<file path="src/rtl/uc_pkg.sv">
// uc_pkg: opcodes, ALU codes and step encodings shared by the control unit.
package uc_pkg;

    localparam logic [2:0] OP_MV   = 3'b000;
    localparam logic [2:0] OP_MVI  = 3'b001;
    localparam logic [2:0] OP_ADD  = 3'b010;
    localparam logic [2:0] OP_SUB  = 3'b011;
    localparam logic [2:0] OP_MVNZ = 3'b100;
    localparam logic [2:0] OP_AND  = 3'b101;

    localparam logic [1:0] ULA_ADD = 2'b00;
    localparam logic [1:0] ULA_SUB = 2'b01;
    localparam logic [1:0] ULA_AND = 2'b10;

    typedef enum logic [1:0] {
        T0 = 2'b00,
        T1 = 2'b01,
        T2 = 2'b10,
        T3 = 2'b11
    } step_t;

endpackage

</file>
<file path="src/rtl/decode_onehot.sv">
// decode_onehot: binary index to one-hot vector of width N.
module decode_onehot #(
    parameter int N = 8,
    parameter int W = $clog2(N)
) (
    input  logic [W-1:0] idx_i,
    output logic [N-1:0] onehot_o
);

    assign onehot_o = {{(N-1){1'b0}}, 1'b1} << idx_i;

endmodule

</file>
<file path="src/rtl/unidade_controle_param.sv">
// unidade_controle_param: multi-cycle control unit with its own T0-T3 step counter.
// Define UC_MVNZ_EN to execute opcode 100 as mvnz; otherwise it is illegal.
module unidade_controle_param
    import uc_pkg::*;
#(
    parameter int NREG   = 8,
    parameter int RIDX_W = $clog2(NREG),
    parameter int IW     = 3 + 2*RIDX_W
) (
    input  logic            Clock,
    input  logic            Resetn,
    input  logic            Run,
    input  logic [IW-1:0]   Instrucao,
    input  logic            Gnz,
    output logic            IRin,
    output logic [NREG-1:0] Rin,
    output logic [NREG-1:0] Rout,
    output logic            Ain,
    output logic            Gin,
    output logic            Gout,
    output logic            DINout,
    output logic [1:0]      Ulaop,
    output logic            Done,
    output logic            Ilegal,
    output logic [1:0]      Tstep
);

`ifdef UC_MVNZ_EN
    localparam bit MVNZ_EN = 1'b1;
`else
    localparam bit MVNZ_EN = 1'b0;
`endif

    step_t           step_q, step_d;
    logic [2:0]      opcode;
    logic [NREG-1:0] rx_oh, ry_oh;

    assign opcode = Instrucao[IW-1 -: 3];
    assign Tstep  = step_q;

    decode_onehot #(.N(NREG), .W(RIDX_W)) u_dec_rx (
        .idx_i    (Instrucao[2*RIDX_W-1:RIDX_W]),
        .onehot_o (rx_oh)
    );

    decode_onehot #(.N(NREG), .W(RIDX_W)) u_dec_ry (
        .idx_i    (Instrucao[RIDX_W-1:0]),
        .onehot_o (ry_oh)
    );

    always_ff @(posedge Clock or negedge Resetn) begin
        if (!Resetn) step_q <= T0;
        else         step_q <= step_d;
    end

    always_comb begin
        step_d = step_q;
        IRin   = 1'b0;
        Rin    = '0;
        Rout   = '0;
        Ain    = 1'b0;
        Gin    = 1'b0;
        Gout   = 1'b0;
        DINout = 1'b0;
        Ulaop  = ULA_ADD;
        Done   = 1'b0;
        Ilegal = 1'b0;
        case (step_q)
            T0: begin
                // IRin is gated so nothing loads while reset is held
                IRin   = Run & Resetn;
                step_d = Run ? T1 : T0;
            end
            T1: begin
                step_d = T0;
                Done   = 1'b1;
                case (opcode)
                    OP_MV: begin
                        Rin  = rx_oh;
                        Rout = ry_oh;
                    end
                    OP_MVI: begin
                        Rin    = rx_oh;
                        DINout = 1'b1;
                    end
                    OP_ADD, OP_SUB, OP_AND: begin
                        Rout   = rx_oh;
                        Ain    = 1'b1;
                        Done   = 1'b0;
                        step_d = T2;
                    end
                    OP_MVNZ: begin
                        // when G is zero Rx is rewritten with itself
                        Rin    = MVNZ_EN ? rx_oh : '0;
                        Rout   = MVNZ_EN ? (Gnz ? ry_oh : rx_oh) : '0;
                        Ilegal = !MVNZ_EN;
                    end
                    default: Ilegal = 1'b1;
                endcase
            end
            T2: begin
                step_d = T3;
                Rout   = ry_oh;
                Gin    = 1'b1;
                Ulaop  = (opcode == OP_SUB) ? ULA_SUB : (opcode == OP_AND) ? ULA_AND : ULA_ADD;
            end
            T3: begin
                step_d = T0;
                Gout   = 1'b1;
                Rin    = rx_oh;
                Done   = 1'b1;
            end
            default: step_d = T0;
        endcase
    end

endmodule

</file>
<file path="config.mk">
export PLATFORM = sky130hd
export DESIGN_NAME = unidade_controle_param
export DESIGN_NICKNAME = d
export VERILOG_FILES = /design/src/rtl/uc_pkg.sv /design/src/rtl/decode_onehot.sv /design/src/rtl/unidade_controle_param.sv
export SDC_FILE = /design/constraint.sdc
export NUM_CORES = 1
export LEC_CHECK = 0
export ABC_CLOCK_PERIOD_IN_PS = 1600
export CORE_UTILIZATION = 31
export DETAILED_ROUTE_END_ITERATION = 10
export MAX_ROUTING_LAYER = met4
export PLACE_DENSITY = 0.78
export SLEW_MARGIN = 20
export SYNTH_ARGS = -nofsm -noshare
export SYNTH_HDL_FRONTEND = slang
export SYNTH_SLANG_ARGS = --single-unit
</file>
<file path="constraint.sdc">
create_clock -name Clock -period 1.6 [get_ports Clock]
set_clock_uncertainty 0.05 [all_clocks]
set_input_delay 0.32 -clock Clock [delete_from_list [all_inputs] [get_ports Clock]]
set_output_delay 0.32 -clock Clock [all_outputs]
set_load 0.02 [all_outputs]
</file>
==> results of run 1 <==
[power by group through the flow]
stage	Combinational, mW	Clock (mW)	Sequential, mW
3_5_place_dp	1.03	0	0.103
2_1_floorplan	0.552	0	0.143
4_1_cts	1.32	0.121	0.0995
3_3_place_gp	1.01	0	0.101
5_1_grt	1.61	0.127	0.107
6_report	1.56	0.119	0.107
[area by class of cell]
type | instances | area [um2] | share of cell area, %
multi-input combinational | 65 | 732 | 47.0
clock buffer | 3 | 22.5 | 1.45
tap | 25 | 31.3 | 2.01
inverter | 5 | 23.8 | 1.53
timing repair buffer | 75 | 694 | 44.6
sequential | 2 | 52.6 | 3.38
[timing repair]
item,4_1_cts,5_1_grt
endpoints found under the setup margin,28,26
buffers inserted,13,7
pin swaps,17,10
gates resized for setup,176,12
[cells in the mapped netlist (3+ instances only)]
cell type,instances,area (um2)
buf_2,3,15.0
nand2b_1,3,18.8
nor3_1,3,15.0
o21ai_1,7,35.0
o211ai_1,3,22.5
inv_1,5,18.8
clkbuf_1,3,11.3
ha_1,4,50.1
nor2_1,9,33.8
and4b_1,3,30.0
a21boi_1,8,60.1
o2111ai_1,7,61.3
[worst max path at each step]
stage                             from      end  slack, ns  depth (start not counted)
final                             flop  Rout[3]      -0.56                          7
after global routing              flop  Rout[3]      -0.62                          7
after CTS                         flop  Rout[7]      -0.44                          7
after floorplan                   flop  Rout[2]      -0.23                          5
after detailed placement  Instrucao[8]  Rout[6]      -1.02                          6
after global placement    Instrucao[8]  Rout[7]      -1.00                          6
[per-layer routing]
layer / part of all wire, % / wire length [um]
met4: 3.4 / 125
met2: 51 / 1890
met5: 0 / 0
met3: 5.7 / 208
met1: 40 / 1450
[cells by family (layout without fill, tap and decap cells)]
family,after synthesis,after routing,share of synthesized area [%]
AO/OA/AOI/OAI,28,28,34.8
adder cells (fa/ha/maj),4,4,8.64
buffers and inverters,11,83,7.77
flip-flops,2,2,8.64
multiplexers,2,2,3.89
AND/OR/NAND/NOR,31,31,36.3
[cells in the final DEF, fill, tap and decap left out, types with 2 or more instances in the layout]
cell and instances:
buf_4 36, buf_6 23, a21boi_2 8, o21ai_1 6
nor2_4 6, clkdlybuf4s50_1 5, o2111ai_2 4, ha_4 4
dlygate4sd2_1 4, nor2_1 3, o211ai_1 3, inv_1 3
nand2b_1 3, and4b_1 3, clkbuf_4 3, buf_2 3
buf_12 3, dfrtp_2 2, nor4bb_2 2, mux2_2 2
nor3b_2 2, nor3_4 2, and3_4 2, o2111ai_1 2
[through the flow]
step / setup slack (ns) / instance area, um2
after CTS: -0.444 / 1490
after global placement: -1.00 / 1260
final: -0.562 / 1560
after detailed placement: -1.02 / 1260
after global routing: -0.624 / 1560
after floorplan: -0.229 / 736
[critical path, cell delays in order (launching register included)]
cell       delay, ns
dfrtp_2         0.41
inv_2           0.10
ha_4            0.16
nor4b_4         0.22
buf_6           0.19
o2111ai_1       0.17
a21boi_2        0.16
buf_4           0.15
==> reports/results.txt, run 1 <==
status: finished, violations left
failing checks: setup timing
CTS tree: built
WHS: 0.333 ns
Synth Cell Area: 579 um2
layout overhead on the synthesized area: 169%
VDD IR max: 1.07 mV
gr usage total: 35.1%
core area: 1750 um2
Final HPWL DP: 1610 um
wire length per cell: 21.0 um
drt via density: 5.67
Placer Congestion: 0.713
fin. max-slew vios: 0
Worst Reg-to-Reg Cells: 8
largest net degree at the start of global routing: 10
unrepaired setup endpoints after global routing: true
synth unique cells: 27
Sink Count: 2
Post-Place Cells: 155
CTS root buf: clkbuf_4
Synth Register Bits: 2
period utilisation layout: 135%
via count: 993
Most used DFF post-synth: dfrtp_1
HP Class: in2async
Worst-path clk slew: 0.04 ns
final setup violating endpoints: 26
Startpoint Class: flop
GRT Residual Overflow: 0
Final Core Density: 89.2%
Seq pwr share: 6.0%
layout net count: 169
TritonRoute pass-1 iters: 4
Post-synth EDFFs: 0
M3 GR Usage: 4.80%
met1 Use GR: 40.0%
Final WS setup: -0.562 ns
Lkg Pwr: 0.650 nW
Max Buffers Root-to-Sink: 2
setup TNS: -10.52 ns
Arr. time, crit path: 1.79 ns
Initial Utilization: 33.2%
Die Y-Extent: 45.2 um
Yosys warnings: 0
post-synthesis cell count: 78
final antenna-violating net count: 0
total power: 1.79 mW
Die ar.: 2050 um2
Std-Cell Rows: 15
Slew HR: 76.1%
# DRC: 0
io pins: 40
CP Class: reg2out
global-route wire length before repair: 4870 um
share of cells above drive strength 1: 74.7%
clock share of power: 6.7%
CP Capture Type: output port
clk_lat worst skew: 0.23 ns
drt first-iter violations: 36
met2 Resource Use GR: 60.3%
reg2reg start: Tstep[0]$_DFF_PN0_
Total Wirelength: 3670 um
CTS Buf Count: 3
filler instances: 81
vias in the first global route: 987
Worst Path Required: 1.23 ns
syn avg cell area: 7.43 um2
Top Usage Layer GRT: met2
internal power: 1.01 mW
register area share after synthesis: 8.64%
Die X: 45.2 um
hold_buf cts: 0
CP Max Fanout: 8
htree depth: 1
Sw Ratio: 43.2%
Async SR Flop Fraction: 100%
fmax: 463 MHz
number of port buffers: 38
initial antenna violation count: 0
total of max-cap violations: 0
syn_nets: 95
sw power: 0.772 mW
antenna cells: 0
pwr/cell area: 1150 nW/um2
Least-Margin Pin Slew: 0.359 ns
Post-Layout Cell Count: 175
r2r setup slk: -0.23 ns
combinational power share: 87.3%
Tmin final: 2.16 ns
final hold vios: 0
Power figures use the tool's default switching activity.
==> inputs of run 2 (changes only) <==
--- a/config.mk
+++ b/config.mk
@@ -10,6 +10,7 @@
 export DETAILED_ROUTE_END_ITERATION = 10
 export MAX_ROUTING_LAYER = met4
 export PLACE_DENSITY = 0.78
+export SETUP_SLACK_MARGIN = 0.15
 export SLEW_MARGIN = 20
 export SYNTH_ARGS = -nofsm -noshare
 export SYNTH_HDL_FRONTEND = slang
==> reports/results.txt, run 2 (synthesis results as in run 1) <==
worst path cell trace: inv_2 -> ha_4 -> nor4b_4 -> buf_6 -> o2111ai_1 -> a21boi_2 -> buf_4
# DRC: 0
gr usage total: 27.9%
global-route wire length before repair: 4060 um
hold_buf cts: 0
fin area: 1540 um2
VDD IR max: 1.37 mV
Seq pwr share: 6.2%
CP Max Fanout: 8
Least-Margin Pin Slew: 0.355 ns
Lkg Pwr: 0.648 nW
commonest non-fill, non-tap cell in the layout: buf_4
fmax: 467 MHz
clk_lat worst skew: 0.24 ns
Final Core Density: 88.1%
Die X: 45.2 um
Die Y-Extent: 45.2 um
core area: 1750 um2
internal power: 1.01 mW
CTS root buf: clkbuf_4
status: finished, violations left
CP Capture Type: output port
HP Class: in2async
Startpoint Class: flop
final setup violating endpoints: 25
TritonRoute pass-1 iters: 4
drt via density: 5.76
Post-Place Cells: 156
Slowest Stage Delay on Critical Path: 0.40 ns
number of port buffers: 38
failing checks: setup timing
Worst-path clk slew: 0.03 ns
Total Wirelength: 3350 um
CTS tree: built
via count: 1,014
Sw Ratio: 42.1%
Worst Path Required: 1.23 ns
largest net degree at the start of global routing: 12
Sink Count: 2
total of max-cap violations: 0
Max Buffers Root-to-Sink: 2
Post-DP Area: 1280 um2
pwr/cell area: 1130 nW/um2
Die ar.: 2050 um2
Post-Layout Cell Count: 176
Slew HR: 76.3%
initial antenna violation count: 1
io pins: 40
commonest non-fill, non-tap cells in the layout: buf_4 (35), buf_6 (27), a21boi_2 (8)
worst slack, placed: -1.02 ns
period utilisation layout: 134%
Arr. time, crit path: 1.77 ns
Tmin final: 2.14 ns
GRT Residual Overflow: 0
combinational power share: 86.7%
Std-Cell Rows: 15
CP Class: reg2out
htree depth: 1
clock share of power: 7.1%
Final HPWL DP: 1620 um
Buffers & Inverters on Critical Path: 3
Initial Utilization: 33.2%
CTS Buf Count: 3
CP delay by family, top: buffers and inverters
slowest CP cell: dfrtp_2
wire length per cell: 19.0 um
share of cells above drive strength 1: 74.0%
layout overhead on the synthesized area: 165%
unrepaired setup endpoints after global routing: true
Final WS setup: -0.541 ns
Placer Congestion: 0.712
sw power: 0.735 mW
final hold vios: 0
filler instances: 85
drt first-iter violations: 21
vias in the first global route: 917
layout net count: 169
fin. max-slew vios: 0
final antenna-violating net count: 0
## run 2: worst paths after layout
path,from,end,slack [ns],cells after the start
max in group asynchronous,Resetn,Tstep[0]$_DFF_PN0_,1.02,2
worst max register to register,flop,Tstep[0]$_DFF_PN0_,0.05,6
worst min-delay path,Resetn,asynchronous set/reset pin,0.38,2
min in group Clock,Run,Tstep[0]$_DFF_PN0_,0.73,2
worst min register to register,flop,flop,0.82,4
worst max-delay path,flop,Rout[6],-0.54,7
## run 2: power by group through the flow
stage | Sequential, mW | Clock (mW) | Combinational [mW]
2_1_floorplan | 0.143 | 0 | 0.560
3_3_place_gp | 0.105 | 0 | 1.02
4_1_cts | 0.102 | 0.122 | 1.32
5_1_grt | 0.112 | 0.136 | 1.57
3_5_place_dp | 0.106 | 0 | 1.04
6_report | 0.109 | 0.123 | 1.51
## run 2: final cells by class
| type | count | area [um2] | share of cell area, % |
|---|---|---|---|
| timing repair buffer | 75 | 689 | 44.8 |
| tap | 25 | 31.3 | 2.03 |
| multi-input combinational | 65 | 721 | 46.9 |
| inverter | 5 | 18.8 | 1.22 |
| sequential | 2 | 52.6 | 3.42 |
| clock buffer | 3 | 22.5 | 1.46 |
| antenna | 1 | 2.50 | 0.163 |
## run 2: timing repair
item                                    4_1_cts  5_1_grt
setup buffers                                10        5
gates cloned                                  1        0
endpoints found under the setup margin       28       28
gates resized for setup                     170       22
pin swaps                                     8        4
## run 2: metrics by stage
step | TNS, ns | hold WS, ns | power, mW
3_5_place_dp | -21.85 | 0.562 | 1.14
3_3_place_gp | -21.36 | 0.550 | 1.13
2_1_floorplan | -2.70 | -0.0256 | 0.703
6_report | -9.31 | 0.376 | 1.75
5_1_grt | -10.82 | 0.364 | 1.82
4_1_cts | -7.87 | 0.327 | 1.54
## run 2: per-layer routing
| metal | wire length (um) | global-route usage [%] | vias to the layer above |
|---|---|---|---|
| met1 | 1350 | 33.2 | 494 |
| met3 | 200 | 0.800 | 17 |
| met5 | 0 | - | - |
| li1 | - | - | 447 |
| met4 | 160 | 13.3 | 0 |
| met2 | 1640 | 48.1 | 56 |
==> inputs of run 3 (changes only) <==
--- a/config.mk
+++ b/config.mk
@@ -11,7 +11,6 @@
 export MAX_ROUTING_LAYER = met4
 export PLACE_DENSITY = 0.78
 export SETUP_SLACK_MARGIN = 0.15
-export SLEW_MARGIN = 20
 export SYNTH_ARGS = -nofsm -noshare
 export SYNTH_HDL_FRONTEND = slang
 export SYNTH_SLANG_ARGS = --single-unit
==> results of run 3 <==
No change in the layout: final DEF, timing and power equal those of run 2.
